`config.mk`:
```
export PLATFORM = sky130hd
export DESIGN_NAME = div_issue_wb_flat
export DESIGN_NICKNAME = d
export VERILOG_FILES = /design/src/rtl/div_issue_wb_if.sv /design/src/rtl/div_issue_wb.sv /design/src/flat_wrapper.sv
export SDC_FILE = /design/constraint.sdc
export NUM_CORES = 1
export LEC_CHECK = 0
export ABC_CLOCK_PERIOD_IN_PS = 7690
export CAP_MARGIN = 15
export CORE_UTILIZATION = 40
export DETAILED_ROUTE_END_ITERATION = 6
export HOLD_SLACK_MARGIN = 0.03
export PLACE_DENSITY = 0.8
export SLEW_MARGIN = 20
export SYNTH_ARGS = -nofsm -noshare
export SYNTH_HDL_FRONTEND = slang
export SYNTH_SLANG_ARGS = --single-unit
```
`constraint.sdc`:
```
create_clock -name clk -period 7.69 [get_ports clk]
set_input_delay 1.538 -clock clk [delete_from_list [all_inputs] [get_ports clk]]
set_output_delay 1.538 -clock clk [all_outputs]
set_load 0.02 [all_outputs]
```
`src/rtl/div_issue_wb_if.sv`:
```
// Execute-side request, divider handshake, write-back port and status signals
// for the divide issue/write-back controller.
interface div_issue_wb_if;
    logic        ex_req_i;
    logic [2:0]  ex_op_i;
    logic [31:0] ex_rs1_i;
    logic [31:0] ex_rs2_i;
    logic [4:0]  ex_rd_i;
    logic        ex_ack_o;
    logic [31:0] div_dividend_o;
    logic [31:0] div_divisor_o;
    logic [2:0]  div_op_o;
    logic        div_start_o;
    logic [31:0] div_result_i;
    logic        div_res_valid_i;
    logic        div_res_ready_o;
    logic        wb_we_o;
    logic [4:0]  wb_waddr_o;
    logic [31:0] wb_wdata_o;
    logic        wb_ack_i;
    logic        flush_i;
    logic        busy_o;
    logic        rd_busy_o;
    logic [4:0]  rd_busy_addr_o;
    logic        err_o;

    modport slave (
        input  ex_req_i, ex_op_i, ex_rs1_i, ex_rs2_i, ex_rd_i,
        input  div_result_i, div_res_valid_i, wb_ack_i, flush_i,
        output ex_ack_o, div_dividend_o, div_divisor_o, div_op_o, div_start_o,
        output div_res_ready_o, wb_we_o, wb_waddr_o, wb_wdata_o,
        output busy_o, rd_busy_o, rd_busy_addr_o, err_o
    );

    modport master (
        output ex_req_i, ex_op_i, ex_rs1_i, ex_rs2_i, ex_rd_i,
        output div_result_i, div_res_valid_i, wb_ack_i, flush_i,
        input  ex_ack_o, div_dividend_o, div_divisor_o, div_op_o, div_start_o,
        input  div_res_ready_o, wb_we_o, wb_waddr_o, wb_wdata_o,
        input  busy_o, rd_busy_o, rd_busy_addr_o, err_o
    );
endinterface

```
`src/rtl/div_issue_wb.sv`:
```
// Issues one divide to the div unit, captures its result and returns it to the
// register file; flush aborts a running divide, a watchdog bounds RUN time.
module div_issue_wb #(
    parameter int unsigned TIMEOUT = 64
) (
    input logic          clk,
    input logic          rst,
    div_issue_wb_if.slave bus
);
    localparam int unsigned CNT_W    = 8;
    localparam logic [CNT_W-1:0] CNT_LAST = CNT_W'(TIMEOUT - 1);

    typedef enum logic [1:0] {IDLE, RUN, WB} state_t;

    state_t           state, state_nx;
    logic [CNT_W-1:0] cnt, cnt_nx;
    logic [31:0]      dividend, dividend_nx;
    logic [31:0]      divisor, divisor_nx;
    logic [2:0]       op, op_nx;
    logic [4:0]       rd, rd_nx;
    logic [31:0]      wdata, wdata_nx;
    logic             err, err_nx;

    always_ff @(posedge clk or posedge rst) begin
        if (rst) begin
            state    <= IDLE;
            cnt      <= '0;
            dividend <= '0;
            divisor  <= '0;
            op       <= '0;
            rd       <= '0;
            wdata    <= '0;
            err      <= 1'b0;
        end else begin
            state    <= state_nx;
            cnt      <= cnt_nx;
            dividend <= dividend_nx;
            divisor  <= divisor_nx;
            op       <= op_nx;
            rd       <= rd_nx;
            wdata    <= wdata_nx;
            err      <= err_nx;
        end
    end

    // Flush beats a result arriving in the same cycle; the watchdog only fires
    // when no result is present.
    always_comb begin
        state_nx    = state;
        cnt_nx      = cnt;
        dividend_nx = dividend;
        divisor_nx  = divisor;
        op_nx       = op;
        rd_nx       = rd;
        wdata_nx    = wdata;
        err_nx      = 1'b0;
        case (state)
            IDLE: begin
                if (bus.ex_req_i && !bus.flush_i) begin
                    dividend_nx = bus.ex_rs1_i;
                    divisor_nx  = bus.ex_rs2_i;
                    op_nx       = bus.ex_op_i;
                    rd_nx       = bus.ex_rd_i;
                    cnt_nx      = '0;
                    wdata_nx    = '0;
                    state_nx    = bus.ex_op_i[2] ? RUN : WB;
                end
            end
            RUN: begin
                if (bus.flush_i) begin
                    state_nx = IDLE;
                end else if (bus.div_res_valid_i) begin
                    wdata_nx = bus.div_result_i;
                    state_nx = WB;
                end else if (cnt == CNT_LAST) begin
                    wdata_nx = '0;
                    err_nx   = 1'b1;
                    state_nx = WB;
                end else begin
                    cnt_nx = cnt + CNT_W'(1);
                end
            end
            WB: begin
                if (bus.wb_ack_i || rd == 5'd0) begin
                    state_nx = IDLE;
                end
            end
            default: state_nx = IDLE;
        endcase
    end

    assign bus.ex_ack_o        = (state == IDLE) & bus.ex_req_i & ~bus.flush_i;
    assign bus.div_res_ready_o = (state == RUN) & bus.div_res_valid_i & ~bus.flush_i;

    // Remaining outputs decode directly from registers, so reset clears them at once.
    assign bus.div_dividend_o = dividend;
    assign bus.div_divisor_o  = divisor;
    assign bus.div_op_o       = op;
    assign bus.div_start_o    = (state == RUN);
    assign bus.wb_we_o        = (state == WB) & (rd != 5'd0);
    assign bus.wb_waddr_o     = rd;
    assign bus.wb_wdata_o     = wdata;
    assign bus.busy_o         = (state != IDLE);
    assign bus.rd_busy_o      = (state != IDLE) & (rd != 5'd0);
    assign bus.rd_busy_addr_o = rd;
    assign bus.err_o          = err;
endmodule
```
`src/flat_wrapper.sv`:
```
// flat-port wrapper written by rule: the top's interface ports become plain ports
module div_issue_wb_flat 
#(
    parameter int unsigned TIMEOUT = 64
)
  (clk, rst, bus_ex_req_i, bus_ex_op_i, bus_ex_rs1_i, bus_ex_rs2_i, bus_ex_rd_i, bus_div_result_i, bus_div_res_valid_i, bus_wb_ack_i, bus_flush_i, bus_ex_ack_o, bus_div_dividend_o, bus_div_divisor_o, bus_div_op_o, bus_div_start_o, bus_div_res_ready_o, bus_wb_we_o, bus_wb_waddr_o, bus_wb_wdata_o, bus_busy_o, bus_rd_busy_o, bus_rd_busy_addr_o, bus_err_o);
  div_issue_wb_if bus_i ();
  input logic clk;
  input logic rst;
  input wire logic [$bits(bus_i.ex_req_i)-1:0] bus_ex_req_i;
  input wire logic [$bits(bus_i.ex_op_i)-1:0] bus_ex_op_i;
  input wire logic [$bits(bus_i.ex_rs1_i)-1:0] bus_ex_rs1_i;
  input wire logic [$bits(bus_i.ex_rs2_i)-1:0] bus_ex_rs2_i;
  input wire logic [$bits(bus_i.ex_rd_i)-1:0] bus_ex_rd_i;
  input wire logic [$bits(bus_i.div_result_i)-1:0] bus_div_result_i;
  input wire logic [$bits(bus_i.div_res_valid_i)-1:0] bus_div_res_valid_i;
  input wire logic [$bits(bus_i.wb_ack_i)-1:0] bus_wb_ack_i;
  input wire logic [$bits(bus_i.flush_i)-1:0] bus_flush_i;
  output wire logic [$bits(bus_i.ex_ack_o)-1:0] bus_ex_ack_o;
  output wire logic [$bits(bus_i.div_dividend_o)-1:0] bus_div_dividend_o;
  output wire logic [$bits(bus_i.div_divisor_o)-1:0] bus_div_divisor_o;
  output wire logic [$bits(bus_i.div_op_o)-1:0] bus_div_op_o;
  output wire logic [$bits(bus_i.div_start_o)-1:0] bus_div_start_o;
  output wire logic [$bits(bus_i.div_res_ready_o)-1:0] bus_div_res_ready_o;
  output wire logic [$bits(bus_i.wb_we_o)-1:0] bus_wb_we_o;
  output wire logic [$bits(bus_i.wb_waddr_o)-1:0] bus_wb_waddr_o;
  output wire logic [$bits(bus_i.wb_wdata_o)-1:0] bus_wb_wdata_o;
  output wire logic [$bits(bus_i.busy_o)-1:0] bus_busy_o;
  output wire logic [$bits(bus_i.rd_busy_o)-1:0] bus_rd_busy_o;
  output wire logic [$bits(bus_i.rd_busy_addr_o)-1:0] bus_rd_busy_addr_o;
  output wire logic [$bits(bus_i.err_o)-1:0] bus_err_o;
  assign bus_i.ex_req_i = bus_ex_req_i;
  assign bus_i.ex_op_i = bus_ex_op_i;
  assign bus_i.ex_rs1_i = bus_ex_rs1_i;
  assign bus_i.ex_rs2_i = bus_ex_rs2_i;
  assign bus_i.ex_rd_i = bus_ex_rd_i;
  assign bus_i.div_result_i = bus_div_result_i;
  assign bus_i.div_res_valid_i = bus_div_res_valid_i;
  assign bus_i.wb_ack_i = bus_wb_ack_i;
  assign bus_i.flush_i = bus_flush_i;
  assign bus_ex_ack_o = bus_i.ex_ack_o;
  assign bus_div_dividend_o = bus_i.div_dividend_o;
  assign bus_div_divisor_o = bus_i.div_divisor_o;
  assign bus_div_op_o = bus_i.div_op_o;
  assign bus_div_start_o = bus_i.div_start_o;
  assign bus_div_res_ready_o = bus_i.div_res_ready_o;
  assign bus_wb_we_o = bus_i.wb_we_o;
  assign bus_wb_waddr_o = bus_i.wb_waddr_o;
  assign bus_wb_wdata_o = bus_i.wb_wdata_o;
  assign bus_busy_o = bus_i.busy_o;
  assign bus_rd_busy_o = bus_i.rd_busy_o;
  assign bus_rd_busy_addr_o = bus_i.rd_busy_addr_o;
  assign bus_err_o = bus_i.err_o;
  div_issue_wb #(.TIMEOUT(TIMEOUT)) u_core (.clk(clk), .rst(rst), .bus(bus_i));
endmodule
```
==> results of run 1 <==
-- cell families after synthesis --
family / share of synthesized area
flip-flops: 0.637
AO/OA/AOI/OAI: 0.104
AND/OR/NAND/NOR: 0.0399
multiplexers: 0.177
buffers and inverters: 0.0399
adder cells (fa/ha/maj): 0.00277
-- Yosys cell counts (2+ instances only) --
| cell type | n |
|---|---|
| sky130_fd_sc_hd__nor2_1 | 10 |
| sky130_fd_sc_hd__inv_1 | 8 |
| sky130_fd_sc_hd__a22o_1 | 32 |
| sky130_fd_sc_hd__dfrtp_1 | 115 |
| sky130_fd_sc_hd__a21oi_1 | 6 |
| sky130_fd_sc_hd__buf_4 | 6 |
| sky130_fd_sc_hd__a41oi_1 | 2 |
| sky130_fd_sc_hd__mux2_2 | 35 |
| sky130_fd_sc_hd__and4_1 | 2 |
| sky130_fd_sc_hd__buf_6 | 4 |
| sky130_fd_sc_hd__clkbuf_1 | 3 |
| sky130_fd_sc_hd__nor3_1 | 2 |
| sky130_fd_sc_hd__mux2_1 | 36 |
| sky130_fd_sc_hd__a31oi_1 | 3 |
| sky130_fd_sc_hd__nand2_1 | 6 |
| sky130_fd_sc_hd__and2_1 | 2 |
| sky130_fd_sc_hd__o21ai_0 | 4 |
| sky130_fd_sc_hd__a31o_2 | 2 |
| sky130_fd_sc_hd__buf_2 | 9 |
-- metal layers --
| layer | global-route usage | part of all wire | up-vias |
|---|---|---|---|
| met3 | 0.0663 | 0.074 | 17 |
| li1 | - | - | 1571 |
| met2 | 0.345 | 0.51 | 149 |
| met4 | 0.0869 | 0.019 | 0 |
| met5 | 0 | 0 | - |
| met1 | 0.228 | 0.40 | 1629 |
-- cell usage in the layout (no fill, tap or decap), types with 2 or more instances in the layout --
master                            count
sky130_fd_sc_hd__clkdlybuf4s50_1    225
sky130_fd_sc_hd__dfrtp_1            115
sky130_fd_sc_hd__mux2_1              36
sky130_fd_sc_hd__mux2_2              35
sky130_fd_sc_hd__a22o_1              32
sky130_fd_sc_hd__clkbuf_16           17
sky130_fd_sc_hd__nor2_1               9
sky130_fd_sc_hd__inv_1                7
sky130_fd_sc_hd__nand2_1              6
sky130_fd_sc_hd__a21oi_1              6
sky130_fd_sc_hd__o21ai_0              4
sky130_fd_sc_hd__clkinv_2             4
sky130_fd_sc_hd__a31oi_1              3
sky130_fd_sc_hd__clkbuf_8             3
sky130_fd_sc_hd__clkinvlp_4           3
sky130_fd_sc_hd__and4_1               2
sky130_fd_sc_hd__a31o_2               2
sky130_fd_sc_hd__nor3_1               2
sky130_fd_sc_hd__and2_1               2
sky130_fd_sc_hd__a41oi_1              2
sky130_fd_sc_hd__clkbuf_1             2
sky130_fd_sc_hd__buf_4                2
-- flip-flops by register name (all words and copies together), names as in the netlist --
signal and flops:
u_core.bus.div_dividend_o 32, u_core.bus.div_divisor_o 32, u_core.bus.wb_wdata_o 32, u_core.cnt 8, u_core.bus.rd_busy_addr_o 5, u_core.bus.div_op_o 3
u_core.state 2, u_core.bus.err_o 1
-- area by class of cell --
cell class,count,area [um2]
Clock buffer,22,474
Clock inverter,9,81.3
Fill cell,788,3540
Inverter,9,36.3
Multi-Input combinational cell,161,1470
Sequential cell,115,2880
Tap cell,140,175
Timing Repair Buffer,228,2280
-- metrics by stage --
stage	setup slack (ps)	util	total power [mW]
2_1_floorplan	3110	-	1.21
3_3_place_gp	2530	0.624	1.58
3_5_place_dp	2530	0.625	1.61
4_1_cts	2510	0.676	2.35
5_1_grt	2440	0.676	2.43
6_report	2510	0.676	2.32
-- path summary, 6_finish.rpt --
| kind | from | endpoint | slack [ps] | depth (start not counted) |
|---|---|---|---|---|
| max in group asynchronous | rst | u_core.bus.div_dividend_o[3] | 5110 | 3 |
| min | u_core.bus.div_dividend_o[22] | u_core.bus.div_dividend_o[22] | 480 | 1 |
| min reg2reg | u_core.bus.div_dividend_o[22] | u_core.bus.div_dividend_o[22] | 480 | 1 |
| max | bus_flush_i | bus_div_res_ready_o | 2510 | 5 |
| min in group asynchronous | rst | u_core.bus.div_dividend_o[8] | 1510 | 2 |
| max reg2reg | u_core.state[1] | u_core.bus.rd_busy_addr_o[2] | 5340 | 5 |
-- where the power goes --
| group | internal, mW | switching [mW] | total (mW) | leakage, nW |
|---|---|---|---|---|
| logic | 0.406 | 0.355 | 0.761 | 1.45 |
| clock network | 0.466 | 0.262 | 0.728 | 0.268 |
| registers | 0.749 | 0.0820 | 0.831 | 1.44 |
| total | 1.62 | 0.699 | 2.32 | 3.15 |
-- worst max-delay path, delay by kind of cell --
family                 cells  cell delay (ps)
buffers and inverters      3             1490
AND/OR/NAND/NOR            2              600
==> results by group, run 1 <==
Cells and area
  – Layout Cells excl Fill: 684
  – Nets: 643
  – Design area: 7390 um2
  – Share of cells above drive strength 1: 0.140
  – ANT cells: 0
  – Area growth from synthesis to layout: 63.6%

Critical path
  – Slowest Stage Delay on Critical Path: 670 ps
  – Worst EP required: 6150 ps
  – Class of the most critical setup path: input port to output port
  – Cell breakdown of the critical path: clkdlybuf4s50_1 -> or3b_1 -> nor2_2 -> buf_4 -> clkdlybuf4s50_1
  – Launching element type of the critical path: input port
  – Crit path DAT: 3640 ps
  – CP Max Fanout: 33
  – Endpoint type of the worst setup path: output port
  – Slowest-stage cell, CP: sky130_fd_sc_hd__clkdlybuf4s50_1
  – Most used cell, CP: sky130_fd_sc_hd__clkdlybuf4s50_1

Global route
  – Total GRT Usage: 0.201
  – Global-route wire length before repair: 17800 um
  – Antenna violations before repair: 0
  – Vias in the first global route: 3658
  – Total global routing overflow: 0
  – Maximum number of pins on one net before global-route repair: 82

Logic synthesis
  – Dominant synthesized flop cell: sky130_fd_sc_hd__dfrtp_1
  – Cell area after synthesis: 4520 um2
  – Number of synthesized flops with an enable pin: 0
  – Number of nets in the synthesized netlist: 418
  – Area share of the largest cell type after synthesis: 0.637
  – Flop and latch count out of synthesis: 115
  – Avg Synthesized Cell Area: 14.7 um2
  – Area contributors post-synth: sky130_fd_sc_hd__dfrtp_1 64%, sky130_fd_sc_hd__mux2_1 9.0%, sky130_fd_sc_hd__mux2_2 8.7%, sky130_fd_sc_hd__a22o_1 6.2%, sky130_fd_sc_hd__buf_2 1.0%
  – Cell count after synthesis: 307
  – Warnings from Yosys: 0
  – Number of library cell types mapped by synthesis: 39
  – Post-synth ARST share: 1.00
  – Largest area contributor in the netlist: sky130_fd_sc_hd__dfrtp_1
  – Proportion of synthesized chip area in sequential cells: 0.637

Floorplan
  – Floorplan die height: 108 um
  – Std-Cell Rows: 38
  – Full die area: 11700 um2
  – Initial Util: 0.413
  – Core ar.: 10900 um2
  – Die width: 108 um
  – Ports placed on the boundary: 226

Timing
  – Setup Viol. Count Final: 0
  – Hold Violations, Final: 0
  – Worst Tran Pin Value: 951 ps
  – F_max: 193 MHz
  – Max Slew Vio Count: 0
  – Clock skew: 6.76 ps
  – Minimum clock period after layout: 5180 ps
  – Final worst path period share: 0.673
  – Unrepaired setup endpoints after global routing: no
  – Total Negative Setup Slacks: 0 ps
  – Final hold slack: 480 ps
  – Max transition margin: 0.366

Status
  – Outcome: complete, no violations

Power
  – Max VDD drop: 0.181 mV
  – Static power due to leakage: 3.15 nW
  – Pwr Density: 314 nW/um2

CTS
  – Count of buffers added by post-CTS timing repair for setup: 0
  – CTS buffer count: 17
  – Clock network latency to the later pin of the worst-skew pair: 390 ps
  – Buffer depth of the longest clock path: 2
  – CTS tree: done
  – Total number of clock tree sinks: 115
  – Post-CTS sizing: 0
  – Clock slew at the register clock pins of the worst setup and hold paths: 50 ps
  – H-tree levels: 4
  – Clock root buffer: sky130_fd_sc_hd__clkbuf_16
  – Post-cts hold buffer count: 0

Drt
  – Mean routed wirelength per cell: 16.8 um
  – Number of nets with antenna violations after detailed routing: 0
  – Routed via count divided by cell count: 4.92
  – Aggregate routed wire length: 11500 um
  – Iteration count of the initial detailed-routing pass: 4
  – 1st-iter DRT viols: 156
  – Vias after detailed routing: 3366
  – Final routed DRC violation total: 0

Run
  – Count of maximum capacitance violations: 0

Placed design
  – Last weighted congestion value of the routability-driven placer: 0.773
  – # placed instances: 653
  – Port bufs: 225
  – Cell area after placement: 6830 um2
  – Detailed Place HPWL: 8050 um

Hold path
  – Class of the tightest hold or removal check: register to register
(Power assumes the default switching activity.)
==> run 2, diff against run 1 <==
Settings changed: ABC_CLOCK_PERIOD_IN_PS 7690 to 4300, CORE_UTILIZATION 40 to 36, PLACE_DENSITY 0.8 to 0.76.
Clock period 7.69 ns to 4.3 ns, I/O delays scaled along.
==> results by group, run 2 (synthesis results as in run 1) <==
Critical path
  – Worst EP required: 3440 ps
  – CP Max Fanout: 4
  – Most used cell, CP: sky130_fd_sc_hd__clkdlybuf4s50_1
  – Class of the most critical setup path: input port to output port
  – Launching element type of the critical path: input port
  – Crit path DAT: 2640 ps
  – Slowest-stage cell, CP: sky130_fd_sc_hd__clkdlybuf4s50_1
  – Endpoint type of the worst setup path: output port
  – Number of buffer and inverter instances along the worst setup path: 2
  – CP top delay family: buffers and inverters
  – Cell breakdown of the critical path: clkdlybuf4s50_1 -> or3b_1 -> nor2_2 -> clkdlybuf4s50_1
  – Slowest Stage Delay on Critical Path: 650 ps

Drt
  – Final routed DRC violation total: 0
  – Mean routed wirelength per cell: 16.1 um
  – Aggregate routed wire length: 11500 um
  – Iteration count of the initial detailed-routing pass: 4
  – Vias after detailed routing: 3462
  – Number of nets with antenna violations after detailed routing: 0
  – Routed via count divided by cell count: 4.86
  – 1st-iter DRT viols: 138

CTS
  – H-tree levels: 4
  – Clock network latency to the later pin of the worst-skew pair: 400 ps
  – Clock root buffer: sky130_fd_sc_hd__clkbuf_16
  – Clock slew at the register clock pins of the worst setup and hold paths: 50 ps
  – CTS tree: done
  – Post-cts hold buffer count: 0
  – Count of buffers added by post-CTS timing repair for setup: 0
  – Post-CTS sizing: 0
  – CTS buffer count: 17
  – Total number of clock tree sinks: 115
  – Buffer depth of the longest clock path: 2

Global route
  – Global-route wire length before repair: 18100 um
  – Maximum number of pins on one net before global-route repair: 116
  – Total GRT Usage: 0.183
  – Total global routing overflow: 0
  – Antenna violations before repair: 0
  – Vias in the first global route: 3712

Cells and area
  – Most frequent cells in the layout: 225 x sky130_fd_sc_hd__clkdlybuf4s50_1, 115 x sky130_fd_sc_hd__dfrtp_1, 36 x sky130_fd_sc_hd__mux2_1
  – Area used by multi-input combinational logic: 1470 um2
  – Area growth from synthesis to layout: 66.0%
  – Flip-flop and latch area: 2880 um2
  – Count of fill cells added during filler insertion: 969
  – Share of cells above drive strength 1: 0.141
  – Most frequent standard cell in the layout excluding fill and tap cells: sky130_fd_sc_hd__clkdlybuf4s50_1
  – ANT cells: 0
  – Nets: 643
  – Final Core Density: 0.619

Floorplan
  – Floorplan die height: 114 um
  – Initial Util: 0.373
  – Die width: 114 um
  – Ports placed on the boundary: 226
  – Std-Cell Rows: 40
  – Core ar.: 12100 um2
  – Full die area: 13000 um2

Power
  – Static power due to leakage: 3.19 nW
  – Total power of the final layout: 4.30 mW
  – Max VDD drop: 0.277 mV
  – Pwr Density: 573 nW/um2

Timing
  – Max Slew Vio Count: 0
  – Final worst path period share: 0.814
  – Total Negative Setup Slacks: 0 ps
  – Setup Viol. Count Final: 0
  – F_max: 286 MHz
  – Max transition margin: 0.363
  – Minimum clock period after layout: 3500 ps
  – Final hold slack: 479 ps
  – Worst Tran Pin Value: 955 ps
  – Clock skew: 5.82 ps
  – Unrepaired setup endpoints after global routing: no
  – Hold Violations, Final: 0

Hold path
  – Class of the tightest hold or removal check: register to register

Run
  – Count of maximum capacitance violations: 0

Placed design
  – Port bufs: 225
  – Last weighted congestion value of the routability-driven placer: 0.799
  – Detailed Place HPWL: 7960 um

Status
  – Outcome: complete, no violations
## run 2: cell types whose count changed in the layout (fill, tap and decap cells not counted), sizes merged
cell	delta
bufinv	+3
clkinv	+1
clkinvlp	-2
clkbuf	-1
## run 2: layout make-up
class / count / area share
clock buffers: 21 / 0.0614
multi-input cells: 161 / 0.196
well taps: 168 / 0.0280
flip-flops and latches: 115 / 0.384
inverters: 9 / 0.00484
clock inverters: 11 / 0.0210
repair buffers: 228 / 0.305
## run 2: worst reg2reg max path, delay by kind of cell (launching register included)
kind          cells  cell delay, ps
buf+inv           2             890
flops             1             470
simple gates      2             400
mux               1             470
## run 2: power breakdown
part           leakage (nW)  switching [mW]  internal, mW  total [mW]
Combinational          1.45           0.630         0.727        1.36
Clock                 0.306           0.466         0.993        1.46
Sequential             1.44           0.143          1.34        1.48
Total                  3.19            1.24          3.06        4.30
## run 2: per-layer routing
metal  track usage  vias to the layer above  routed length (um)
li1              -                     1573                   -
met1         0.207                     1693                4450
met2         0.306                      176                5780
met3        0.0680                       20                1010
met4        0.0918                        0                 241
met5             0                        -                   0
## run 2: stage by stage
stage	area [um2]	instances	worst slack [ps]
after floorplan	4520	307	396
after global placement	6870	681	810
after detailed placement	6880	681	802
after CTS	7500	713	794
after global routing	7500	713	723
final	7500	713	801
## run 2: worst paths after layout
check | cells past startpoint | end | slack, ps | from
setup reg to reg | 5 | u_core.bus.div_divisor_o[16] | 1950 | u_core.state[1]
setup / recovery | 4 | bus_div_res_ready_o | 800 | bus_flush_i
min in group asynchronous | 3 | u_core.bus.div_dividend_o[9] | 940 | rst
hold reg to reg | 1 | u_core.bus.div_dividend_o[15] | 480 | u_core.bus.div_dividend_o[15]
hold / removal | 1 | u_core.bus.div_dividend_o[15] | 480 | u_core.bus.div_dividend_o[15]
max in group asynchronous | 3 | u_core.bus.div_dividend_o[4] | 2890 | rst
